$ cat src/rtl/tw_rom_seq_ctrl.sv
// -----------------------------------------------------------------------------
// tw_rom_seq_ctrl
//
// Loader and run sequencer for the 128-bit twiddle ROM (TW_ROM3 family) used
// by the radix-16 BFFTP datapath.
//
// Load path: the host pushes 2*LOAD_ENTRIES 64-bit words over a valid/ready
// port. Words 0..LOAD_ENTRIES-1 are the high halves of ROM entries
// 0..LOAD_ENTRIES-1, and the remaining words are the matching low halves.
// Once the buffer is full, the words are burst into the ROM's stage-0 table:
// the high halves go first (ROM3_w=1), then one idle cycle resets the ROM's
// entry index, then the low halves follow (ROM3_w=2).
//
// Run path: start walks stage_counter through STAGE_NUM stages. Each stage
// holds CEN low for STAGE_LEN cycles with state=RUN_STATE. A single CEN-high
// gap cycle separates consecutive stages. The run ends with a one-cycle done
// pulse.
//
// Optional build macro: TW_SEQ_ABORT_EN adds an 'abort' input. Asserting it
// during RUN or GAP drops the run and returns to IDLE without pulsing done.
//
// Ports:
//   CLK                  clock, rising edge
//   rst                  asynchronous reset, active-high
//   start                single-cycle run request, honoured only in IDLE
//   abort                (TW_SEQ_ABORT_EN only) cancel an active run
//   ld_valid / ld_data   host word and its valid strobe
//   ld_ready             high in IDLE and COLLECT
//   busy                 high whenever the FSM is not IDLE
//   done                 one-cycle pulse at the end of a completed run
//   ROM3_w               ROM write select: 1 = high half, 2 = low half, 0 = none
//   horizontal_data_out  ROM write data
//   CEN                  ROM enable, active-low
//   stage_counter        current FFT stage
//   state                ROM run-state code
// -----------------------------------------------------------------------------
module tw_rom_seq_ctrl #(
  parameter int SC_WIDTH     = 3,
  parameter int S_WIDTH      = 4,
  parameter int HDW          = 64,
  parameter int LOAD_ENTRIES = 4,
  parameter int STAGE_NUM    = 3,
  parameter int STAGE_LEN    = 256,
  parameter int RUN_STATE    = 4
) (
  input  logic                CLK,
  input  logic                rst,
  input  logic                start,
`ifdef TW_SEQ_ABORT_EN
  input  logic                abort,
`endif
  input  logic                ld_valid,
  input  logic [HDW-1:0]      ld_data,
  output logic                ld_ready,
  output logic                busy,
  output logic                done,
  output logic [1:0]          ROM3_w,
  output logic [HDW-1:0]      horizontal_data_out,
  output logic                CEN,
  output logic [SC_WIDTH-1:0] stage_counter,
  output logic [S_WIDTH-1:0]  state
);

  localparam int NWORDS = 2 * LOAD_ENTRIES;
  localparam int AW     = $clog2(NWORDS);
  localparam int CW     = (STAGE_LEN > 1) ? $clog2(STAGE_LEN) : 1;

  localparam logic [AW-1:0]       LAST_WORD  = AW'(NWORDS - 1);
  localparam logic [AW-1:0]       LO_BASE    = AW'(LOAD_ENTRIES);
  localparam logic [CW-1:0]       LAST_CYC   = CW'(STAGE_LEN - 1);
  localparam logic [SC_WIDTH-1:0] LAST_STAGE = SC_WIDTH'(STAGE_NUM - 1);
  localparam logic [S_WIDTH-1:0]  STATE_RUN  = S_WIDTH'(RUN_STATE);

  typedef enum logic [2:0] {
    IDLE,
    COLLECT,
    BURST_HI,
    BURST_GAP,
    BURST_LO,
    RUN,
    GAP,
    DONE
  } fsm_t;

  fsm_t           fsm;
  logic [HDW-1:0] word_buf [NWORDS];
  // This index is shared by COLLECT (the next word to store) and the two
  // burst phases (the next entry to drive). It never exceeds NWORDS-1.
  logic [AW-1:0]  widx;
  logic [CW-1:0]  cyc;
  logic           abort_req;

`ifdef TW_SEQ_ABORT_EN
  assign abort_req = abort;
`else
  assign abort_req = 1'b0;
`endif

  // ld_ready is held low while rst is asserted, even though the FSM already
  // sits in IDLE at that point.
  assign ld_ready = !rst && ((fsm == IDLE) || (fsm == COLLECT));
  assign busy     = (fsm != IDLE);

  // NOTE: all state below uses non-blocking assignments. Every register then
  // updates from the pre-edge values, which keeps the FSM free of races.
  always_ff @(posedge CLK or posedge rst) begin
    if (rst) begin
      fsm                 <= IDLE;
      widx                <= '0;
      cyc                 <= '0;
      ROM3_w              <= 2'd0;
      horizontal_data_out <= '0;
      CEN                 <= 1'b1;
      stage_counter       <= '0;
      state               <= '0;
      done                <= 1'b0;
      // NOTE: the word buffer is deliberately cleared on reset. A reset during
      // a load must discard any partially collected words. Storage that
      // needs no such guarantee would normally be left unreset.
      for (int i = 0; i < NWORDS; i++) word_buf[i] <= '0;
    end else begin
      done <= 1'b0;
      case (fsm)
        IDLE: begin
          // When a load beat and start arrive together, the load wins.
          if (ld_valid && ld_ready) begin
            word_buf[0] <= ld_data;
            widx        <= AW'(1);
            fsm         <= COLLECT;
          end else if (start) begin
            fsm           <= RUN;
            cyc           <= '0;
            CEN           <= 1'b0;
            stage_counter <= '0;
            state         <= STATE_RUN;
          end
        end

        COLLECT: begin
          if (ld_valid && ld_ready) begin
            word_buf[widx] <= ld_data;
            if (widx == LAST_WORD) begin
              // Drive the first high half in the same cycle the burst
              // begins, so ROM3_w and the data line up with BURST_HI.
              fsm                 <= BURST_HI;
              ROM3_w              <= 2'd1;
              horizontal_data_out <= word_buf[0];
              widx                <= AW'(1);
            end else begin
              widx <= widx + AW'(1);
            end
          end
        end

        BURST_HI: begin
          if (widx == LO_BASE) begin
            fsm    <= BURST_GAP;
            ROM3_w <= 2'd0;
            widx   <= '0;
          end else begin
            horizontal_data_out <= word_buf[widx];
            widx                <= widx + AW'(1);
          end
        end

        BURST_GAP: begin
          // One idle write cycle rewinds the ROM's internal entry index
          // before the low halves are written.
          fsm                 <= BURST_LO;
          ROM3_w              <= 2'd2;
          horizontal_data_out <= word_buf[LO_BASE];
          widx                <= AW'(1);
        end

        BURST_LO: begin
          if (widx == LO_BASE) begin
            fsm    <= IDLE;
            ROM3_w <= 2'd0;
            widx   <= '0;
          end else begin
            horizontal_data_out <= word_buf[LO_BASE + widx];
            widx                <= widx + AW'(1);
          end
        end

        RUN: begin
          if (abort_req) begin
            fsm           <= IDLE;
            cyc           <= '0;
            CEN           <= 1'b1;
            state         <= '0;
            stage_counter <= '0;
          end else if (cyc == LAST_CYC) begin
            cyc   <= '0;
            CEN   <= 1'b1;
            state <= '0;
            if (stage_counter == LAST_STAGE) begin
              // The last stage is not followed by a gap cycle.
              fsm           <= DONE;
              done          <= 1'b1;
              stage_counter <= '0;
            end else begin
              fsm <= GAP;
            end
          end else begin
            cyc <= cyc + CW'(1);
          end
        end

        GAP: begin
          if (abort_req) begin
            fsm           <= IDLE;
            cyc           <= '0;
            CEN           <= 1'b1;
            state         <= '0;
            stage_counter <= '0;
          end else begin
            fsm           <= RUN;
            CEN           <= 1'b0;
            state         <= STATE_RUN;
            stage_counter <= stage_counter + SC_WIDTH'(1);
          end
        end

        DONE: fsm <= IDLE;

        default: fsm <= IDLE;
      endcase
    end
  end

endmodule

$ cat config.mk
export PLATFORM = sky130hd
export DESIGN_NAME = tw_rom_seq_ctrl
export DESIGN_NICKNAME = d
export VERILOG_FILES = /design/src/rtl/tw_rom_seq_ctrl.sv
export SDC_FILE = /design/constraint.sdc
export NUM_CORES = 1
export LEC_CHECK = 0
export CORE_MARGIN = 2
export CORE_UTILIZATION = 50
export DETAILED_ROUTE_END_ITERATION = 8
export HOLD_SLACK_MARGIN = 0.03
export PLACE_DENSITY = 0.77
export REMOVE_ABC_BUFFERS = 1
export SETUP_SLACK_MARGIN = 0.02
export SLEW_MARGIN = 10
export SYNTH_ARGS = -nofsm -noshare
export SYNTH_HDL_FRONTEND = slang
export SYNTH_SLANG_ARGS = --single-unit
$ cat constraint.sdc
create_clock -name CLK -period 26.2 [get_ports CLK]
set_input_delay 6.55 -clock CLK [delete_from_list [all_inputs] [get_ports CLK]]
set_output_delay 6.55 -clock CLK [all_outputs]
set_load 0.02 [all_outputs]
* After elaboration in Yosys (flattened, before gate mapping)
Index checks and enable logic that the tools add are counted.
** Word-level totals
- Bits in registers :: 601
- Input port bits :: 68
- Output and inout bits :: 77
- Word-level logic and storage cells :: 128
** Operators by class
- Add/subtract/negate cells :: 4
- $lt $le $gt $ge :: 3
- Eq/ne operators :: 24
- Mux-type cells :: 55
- Bitwise operators :: 2
- Reductions and logical operators :: 23
** Operators with widths (count)
- 2-to-1 mux 64 bit :: 10
- bitwise mux 512 bit :: 1
- 2-to-1 mux 512 bit :: 1
- binary-select mux 64 bit (select 3 bit) :: 2
- one-hot mux 64 bit (4 select lines) :: 1
- demux 64 bit (select 3 bit) :: 1
- one-hot mux 64 bit (2 select lines) :: 1
- 2-to-1 mux 3 bit :: 15
- 2-to-1 mux 8 bit :: 3
- one-hot mux 3 bit (8 select lines) :: 1
- equality test 3 bit (second input constant) :: 6
- inequality test 2 bit (second input constant) :: 8
- one-hot mux 8 bit (2 select lines) :: 1
- 2-to-1 mux 4 bit :: 3
- one-hot mux 3 bit (4 select lines) :: 1
- one-hot mux 4 bit (3 select lines) :: 1
- AND reduction 5 bit :: 2
- equality test 3 x 2 -> 1 bit (second input constant) :: 3
- one-hot mux 3 bit (3 select lines) :: 1
- AND reduction 3 bit :: 3
- nonzero test 3 bit :: 3
- adder 8 x 1 -> 8 bit (second input constant) :: 1
- equality test 8 bit (second input constant) :: 1
- greater-or-equal comparator 4 bit (second input constant) :: 2
- 21 further kinds :: 39

* Logic depth before layout (Yosys ltp)
Gate-level depths: netlist (run 1).
- Depth after elaboration :: 8
- Gate-level depth with buffers :: 11
- Depth with buffers taken out :: 6

* Least setup slack after synthesis (run 1)
No wires, ideal clock.
- Kind :: in2out
- Start :: input port rst
- End :: output port ld_ready
- Data arrival time :: 7.005 ns
- Required time :: 19.650 ns
- Path slack :: 12.645 ns
- Cell stages on the path :: 1
- Buffers on the path :: 0
- Cell sequence :: nor3_1
** On the way
- Word-level cells in the longest chain between the ends :: 2
** Ends and longest elaborated chain
- from (decl) :: line 47 : input logic rst,
- logical NOT 1 bit (no line)
- logical AND 1 bit :: line 101 : assign ld_ready = !rst && ((fsm == IDLE) || (fsm == COLLECT));
- to (decl) :: line 54 : output logic ld_ready,
Every way passes these cells.

* Final worst setup path (run 1)
Same ends and word-level chain as after synthesis.

==> summary.md, run 1 <==
| Metric | Value |
|---|---|
| CTS tree | done |
| Die area | 58200 sq um |
| Compound-gate portion of the synthesized area | 6.99% |
| DP Area | 30000 sq um |
| Fmax | 68.8 MHz |
| GRT Util Overall | 24.9% |
| Max-cap viol count | 0 |
| Vert. Die Dim | 241 um |
| Tmin final | 14540 ps |
| Post-synthesis adder-cell area fraction | 0.267% |
| Clock sinks | 598 |
| Syn_area_per_cell | 14.8 sq um |
| Worst-Skew Late Latency | 630 ps |
| DP Wirelength | 37700 um |
| PD cells | 115 nW/um^2 |
| Number of global-route vias before repair | 18854 |
| Setup WS post-layout | 11660 ps |
| Largest net degree at the start of global routing | 165 |
| Asr flop ratio synth | 100% |
| Cell variety after synth | 60 |
| Max Slew Vio Count | 0 |
| First-pass GRT wire length | 111000 um |
| Worst endpoint required time | 19650 ps |
| Design area | 32200 sq um |
| Multiplexer share of the synthesized area | 33.3% |
| Routed wire length | 70900 um |
| Hold Buf Count CTS | 0 |
| Class of the most critical setup path | primary input to primary output |
| Num ports | 145 |
| Worst reg2reg path depth | 6 |
| Reg clk slew, reported paths | 60 ps |
| Leakage | 14.5 nW |
| Sequential standard cell area | 15000 sq um |
| Final GP Congestion | 0.760 |
| Via Count | 17661 |
| Htree depth | 2 |
| TritonRoute pass-1 iters | 5 |
| Min-Delay Path Depth | 1 |
| Number of synthesized flops with an enable pin | 0 |
| RSZ-0062 raised after global routing | false |
| Synthesis-to-finish area growth | 14.5% |
| Root Driver | clkbuf_16 |
| Core Area | 55400 sq um |
| Final setup viols | 0 |
| Avg WL per Cell | 25.5 um |
| Initial Utilization | 50.8% |
| Worst endpoint data arrival time | 7990 ps |
| Post-DRT Antenna Nets | 0 |
| Layout cell share with drive strength beyond 1 | 42.4% |
| Dominant synthesized flop cell | dfrtp_1 |
| Area occupied by multi-input gates | 12400 sq um |
| PostCTS Resize Cnt | 0 |
| GRT overflow | 0 |
| Vias per inst | 6.36 |
| Fin cells | 2778 |
| Setup_tns | 0 ps |
| Port bufs | 141 |
| TritonCTS buffer count | 60 |
| Mapped Cells | 1901 |
| Rows | 86 |
| Final net count | 2049 |
| Period Utilization, post-route | 55.5% |
| Critical Path Start Type | primary input |
| Seq/Total Area, Yosys | 53.2% |
| Die width | 241 um |
| Inst Count DP | 2661 |
| Simple-Gate Fraction of Synth Area | 3.08% |
| Crit end category | primary output |
| Antenna violations before repair | 12 |
| Setup bufs post-CTS | 0 |
| Hold Violations, Final | 0 |
| Initial DRC Count | 1592 |
| Slew headroom | 14.6% |
| Synth Area in XOR/XNOR | 0.0622% |
| Main combinational cell family by area after synthesis | multiplexers |
| Mapped Area | 28100 sq um |
| Worst-case clock buffer depth | 3 |
| Fillers | 4162 |
| Max VDD drop | 0.0751 mV |
| Yosys reg bits | 598 |
| Slew @ Worst Pin | 1280 ps |
| Worst Skew | 11.3 ps |
| Outcome | finished, final reports clean |
| Hold WC Path Type | register to register |
| Flop2flop setup slack | 22390 ps |
| Count of warnings emitted by yosys | 0 |
| CP Max Fanout | 5 |
| DP Worst Slack | 11660 ps |
| Final routed DRC violation total | 0 |
[layout by cell type, fill, tap and decap left out, types with 3 or more instances in the layout]
master             n
nand3_1           54
nor3b_2            4
clkbuf_16         62
clkbuf_8          18
diode_2            4
clkinv_2          16
mux2_2           561
inv_1              6
nand3b_1           3
nor3_1            17
nor2_1             7
and2_1            18
ha_1               6
a22o_1             3
nand3_4            3
mux2_1            15
buf_4             34
nor2b_1            5
o21ai_0           26
bufinv_16          9
mux4_2           128
o31ai_1            8
a31oi_1           19
dfrtp_1          595
a32oi_1           51
o211ai_1         131
conb_1             3
clkdlybuf4s50_1  141
clkbuf_1           6
nand2_1           19
a21oi_1            7
[sequential cells by signal (all words and copies together), names as in the netlist]
register             count
stage_counter            3
cyc                      8
word_buf               512
widx                     3
ROM3_w                   2
CEN                      1
horizontal_data_out     64
done                     1
fsm                      3
state                    1
[metal layers]
layer | GRT usage [%] | up-vias | wire length (um)
met4 | 8.36 | 16 | 1960
li1 | - | 7481 | -
met2 | 40.6 | 604 | 34700
met3 | 6.10 | 165 | 5110
met1 | 32.9 | 9395 | 29000
met5 | 0 | - | 96
[cells by family (layout without fill, tap and decap cells)]
| kind of cell | Yosys count | after routing |
|---|---|---|
| flip-flops | 598 | 598 |
| XOR/XNOR | 2 | 2 |
| buffers and inverters | 174 | 297 |
| other | 1 | 7 |
| AO/OA/AOI/OAI | 264 | 264 |
| adder cells (fa/ha/maj) | 6 | 6 |
| AND/OR/NAND/NOR | 152 | 152 |
| multiplexers | 704 | 704 |
[worst max-delay path, stage by stage]
cell             delay (ps)
clkdlybuf4s50_1         560
nor3_1                  230
clkdlybuf4s50_1         650
[worst paths after layout]
kind	to	from
max in group asynchronous	word_buf[427]	rst
setup / recovery	ld_ready	rst
hold reg to reg	word_buf[367]	word_buf[367]
setup reg to reg	word_buf[269]	fsm[0]
min in group asynchronous	state[2]	rst
hold / removal	word_buf[367]	word_buf[367]
[per-stage QoR]
stage               hold slack [ps]  utilization [%]  total power [mW]
detailed placement              471             54.2              2.77
global placement                462             54.2              2.71
CTS                             482             58.2              3.71
global route                    501             58.2              3.88
floorplan                       452                -              2.35
finish                          484             58.2              3.70
[area by class of cell]
| type | count | share of cell area [%] |
|---|---|---|
| flip-flops and latches | 598 | 46.4 |
| multi-input cells | 1131 | 38.4 |
| clock buffers | 86 | 5.65 |
| clock inverters | 27 | 1.16 |
| diodes | 4 | 0.0311 |
| well taps | 748 | 2.90 |
| inverters | 8 | 0.124 |
| repair buffers | 176 | 5.23 |
[power by group]
part           switching, mW  total, mW  internal [mW]
clock                  0.367      0.937          0.570
sequential             0.207       1.43           1.22
combinational          0.655       1.33          0.674
[cells in the mapped netlist (2+ instances only)]
master,count,area (sq um)
nand2_1,20,75.1
or3b_2,2,17.5
a31oi_1,19,119
mux4_2,128,2880
nand3_2,2,20.0
clkbuf_1,61,229
nand3_1,55,275
nor2_1,7,26.3
buf_4,10,75.1
nor3_1,17,85.1
and3_1,2,12.5
nor4b_1,3,26.3
and3b_1,4,35.0
buf_6,13,146
and2_1,18,113
o2bb2ai_1,2,17.5
nand3b_1,3,22.5
a21o_1,2,15.0
a22o_1,3,26.3
nor3b_1,3,22.5
a211oi_1,2,15.0
o211ai_1,131,983
mux2_1,15,169
dfrtp_1,597,14900
ha_1,6,75.1
buf_2,75,375
a31o_2,2,17.5
o31ai_1,8,60.1
buf_1,6,22.5
or3_1,2,12.5
inv_1,7,26.3
nand2b_1,3,18.8
a21oi_1,7,35.0
nor2b_1,5,31.3
a32oi_1,51,447
o21ai_0,26,130
mux2_2,561,6320
Note: power is estimated with default switching activity, not from simulation.
==> run 2: changes to the inputs <==
Settings changed: PLACE_DENSITY 0.77 to 0.8.
Clock period 26.2 ns to 12.6 ns, I/O delays scaled along.
==> run 2 against run 1 <==
Effect of this change:
- wire length about the same
- highest routed layer unchanged
- worst hold slack gained 0.66 ps
- combinational power up 110%
- first-iteration DRC count rose by 4.8%
- final area fell by 1.0%
- utilization down 0.58 points
- via count up 0.80%
- non-clock buffer count is 1 higher
- power rose by 100%
- count of clock-buffer cells in the layout grew 2
==> summary.md, run 2 (synthesis results as in run 1) <==
| Metric | Value |
|---|---|
| Avg WL per Cell | 25.6 um (+0.40%) |
| TritonRoute pass-1 iters | 6 (+1) |
| Hold_ws | 485 ps (+0.656 ps) |
| Final net count | 2047 (-0.098%) |
| Antenna violations before repair | 13 (+1) |
| First-pass GRT wire length | 111000 um (+0.54%) |
| Final routed DRC violation total | 0 (unchanged) |
| Max Slew Vio Count | 0 (unchanged) |
| Core Area | 55400 sq um (unchanged) |
| Max VDD drop | 0.208 mV (+180%) |
| Vert. Die Dim | 241 um (unchanged) |
| GRT Util Overall | 25.1% (+0.18 points) |
| RSZ-0062 raised after global routing | false |
| Largest Register | word_buf |
| Class of the most critical setup path | primary input to primary output |
| PostCTS Resize Cnt | 0 (unchanged) |
| Fmax | 129 MHz |
| Area occupied by multi-input gates | 12400 sq um (unchanged) |
| Max FFs per register | 512 (unchanged) |
| Final GP Congestion | 0.776 (+2.2%) |
| Leakage | 14.4 nW (-1.3%) |
| GRT overflow | 0 (unchanged) |
| Largest net degree at the start of global routing | 189 (+15%) |
| Num ports | 145 (unchanged) |
| Fillers | 4221 (+1.4%) |
| Final setup viols | 0 (unchanged) |
| Worst endpoint data arrival time | 4580 ps (-3410 ps) |
| Hold WC Path Type | register to register |
| Setup bufs post-CTS | 0 (unchanged) |
| Worst-Skew Late Latency | 640 ps (about the same) |
| Initial Utilization | 50.8% (unchanged) |
| Initial DRC Count | 1668 (+4.8%) |
| CTS tree | done |
| Rows | 86 (unchanged) |
| Number of global-route vias before repair | 18993 (+0.74%) |
| Slew headroom | 22.3% (+7.7 points) |
| Outcome | finished, final reports clean |
| Layout cell share with drive strength beyond 1 | 41.6% (-0.84 points) |
| Critical Path Start Type | primary input |
| Die width | 241 um (unchanged) |
| TritonCTS buffer count | 57 (-5.0%) |
| Reg clk slew, reported paths | 60 ps (about the same) |
| Post-DRT Antenna Nets | 0 (unchanged) |
| Port bufs | 141 (unchanged) |
| DP Wirelength | 38100 um (+0.98%) |
| Worst endpoint required time | 9450 ps (-10200 ps) |
| Tmin final | 7730 ps |
| Synthesis-to-finish area growth | 13.4% |
| Commonest non-fill, non-tap cells in the layout | dfrtp_1 (595), mux2_2 (561), clkdlybuf4s50_1 (141) |
| CP Max Fanout | 5 (unchanged) |
| Die area | 58200 sq um (unchanged) |
| Most common cell after layout, fill and taps aside | dfrtp_1 |
| Sequential standard cell area | 15000 sq um (unchanged) |
| PD cells | 234 nW/um^2 (+100%) |
| Hold Violations, Final | 0 (unchanged) |
| Overall power | 7.47 mW (+100%) |
| Root Driver | clkbuf_16 |
| Slew @ Worst Pin | 1170 ps (-111 ps) |
| Worst-case clock buffer depth | 3 (unchanged) |
| Htree depth | 2 (unchanged) |
| Period Utilization, post-route | 61.3% |
| Vias per inst | 6.43 (+1.1%) |
| Hold Buf Count CTS | 0 (unchanged) |
| Routed wire length | 70900 um (about the same) |
| Top Registers | word_buf (512), horizontal_data_out (64), cyc (8) |
| Crit end category | primary output |
| Max-cap viol count | 0 (unchanged) |
| Clock sinks | 598 (unchanged) |
| Worst Skew | 21.8 ps (+10.6 ps) |
| Via Count | 17803 (+0.80%) |
run 2: power by group:
| part | switching, mW | internal, mW | leakage (nW) | total, mW |
|---|---|---|---|---|
| registers | 0.397 | 2.55 | 7.97 | 2.94 |
| logic | 1.41 | 1.40 | 5.47 | 2.81 |
| clock network | 0.735 | 0.981 | 0.910 | 1.72 |
| total | 2.54 | 4.93 | 14.4 | 7.47 |
run 2: worst max-delay path, stage by stage:
cell	delay (ps)
clkdlybuf4s50_1	560
nor3_1	220
clkdlybuf4s50_1	640
run 2: layout make-up:
| class | instances | area share (%) |
|---|---|---|
| diodes | 7 | 0.0549 |
| clock buffers | 88 | 5.30 |
| clock inverters | 12 | 0.514 |
| inverters | 8 | 0.125 |
| multi-input cells | 1131 | 38.8 |
| flip-flops and latches | 598 | 46.9 |
| well taps | 748 | 2.93 |
| repair buffers | 177 | 5.31 |
run 2: per-stage QoR:
stage	area (sq um)	setup slack [ps]	setup TNS (ps)	util, %	instances
floorplan	27300	-7290	-4352460	-	1737
CTS	31900	4850	0	57.6	2762
global route	31900	4800	0	57.6	2766
detailed placement	30000	4860	0	54.2	2662
global placement	30000	4830	0	54.2	2662
finish	31900	4870	0	57.6	2769
run 2: final timing paths:
kind | start | endpoint | cells past startpoint | slack [ps]
max | rst | ld_ready | 3 | 4870
max reg2reg | widx[1] | horizontal_data_out[28] | 8 | 8170
max in group asynchronous | rst | word_buf[126] | 4 | 7050
min reg2reg | word_buf[320] | word_buf[320] | 1 | 480
min in group asynchronous | rst | cyc[4] | 2 | 3190
min | word_buf[320] | word_buf[320] | 1 | 480
run 2: layer usage:
| metal | vias to the layer above | GRT usage (%) | wire, um |
|---|---|---|---|
| met1 | 9496 | 34.0 | 29800 |
| li1 | 7474 | - | - |
| met2 | 646 | 40.3 | 34000 |
| met5 | - | 0 | 119 |
| met3 | 169 | 5.23 | 4870 |
| met4 | 18 | 9.33 | 2140 |
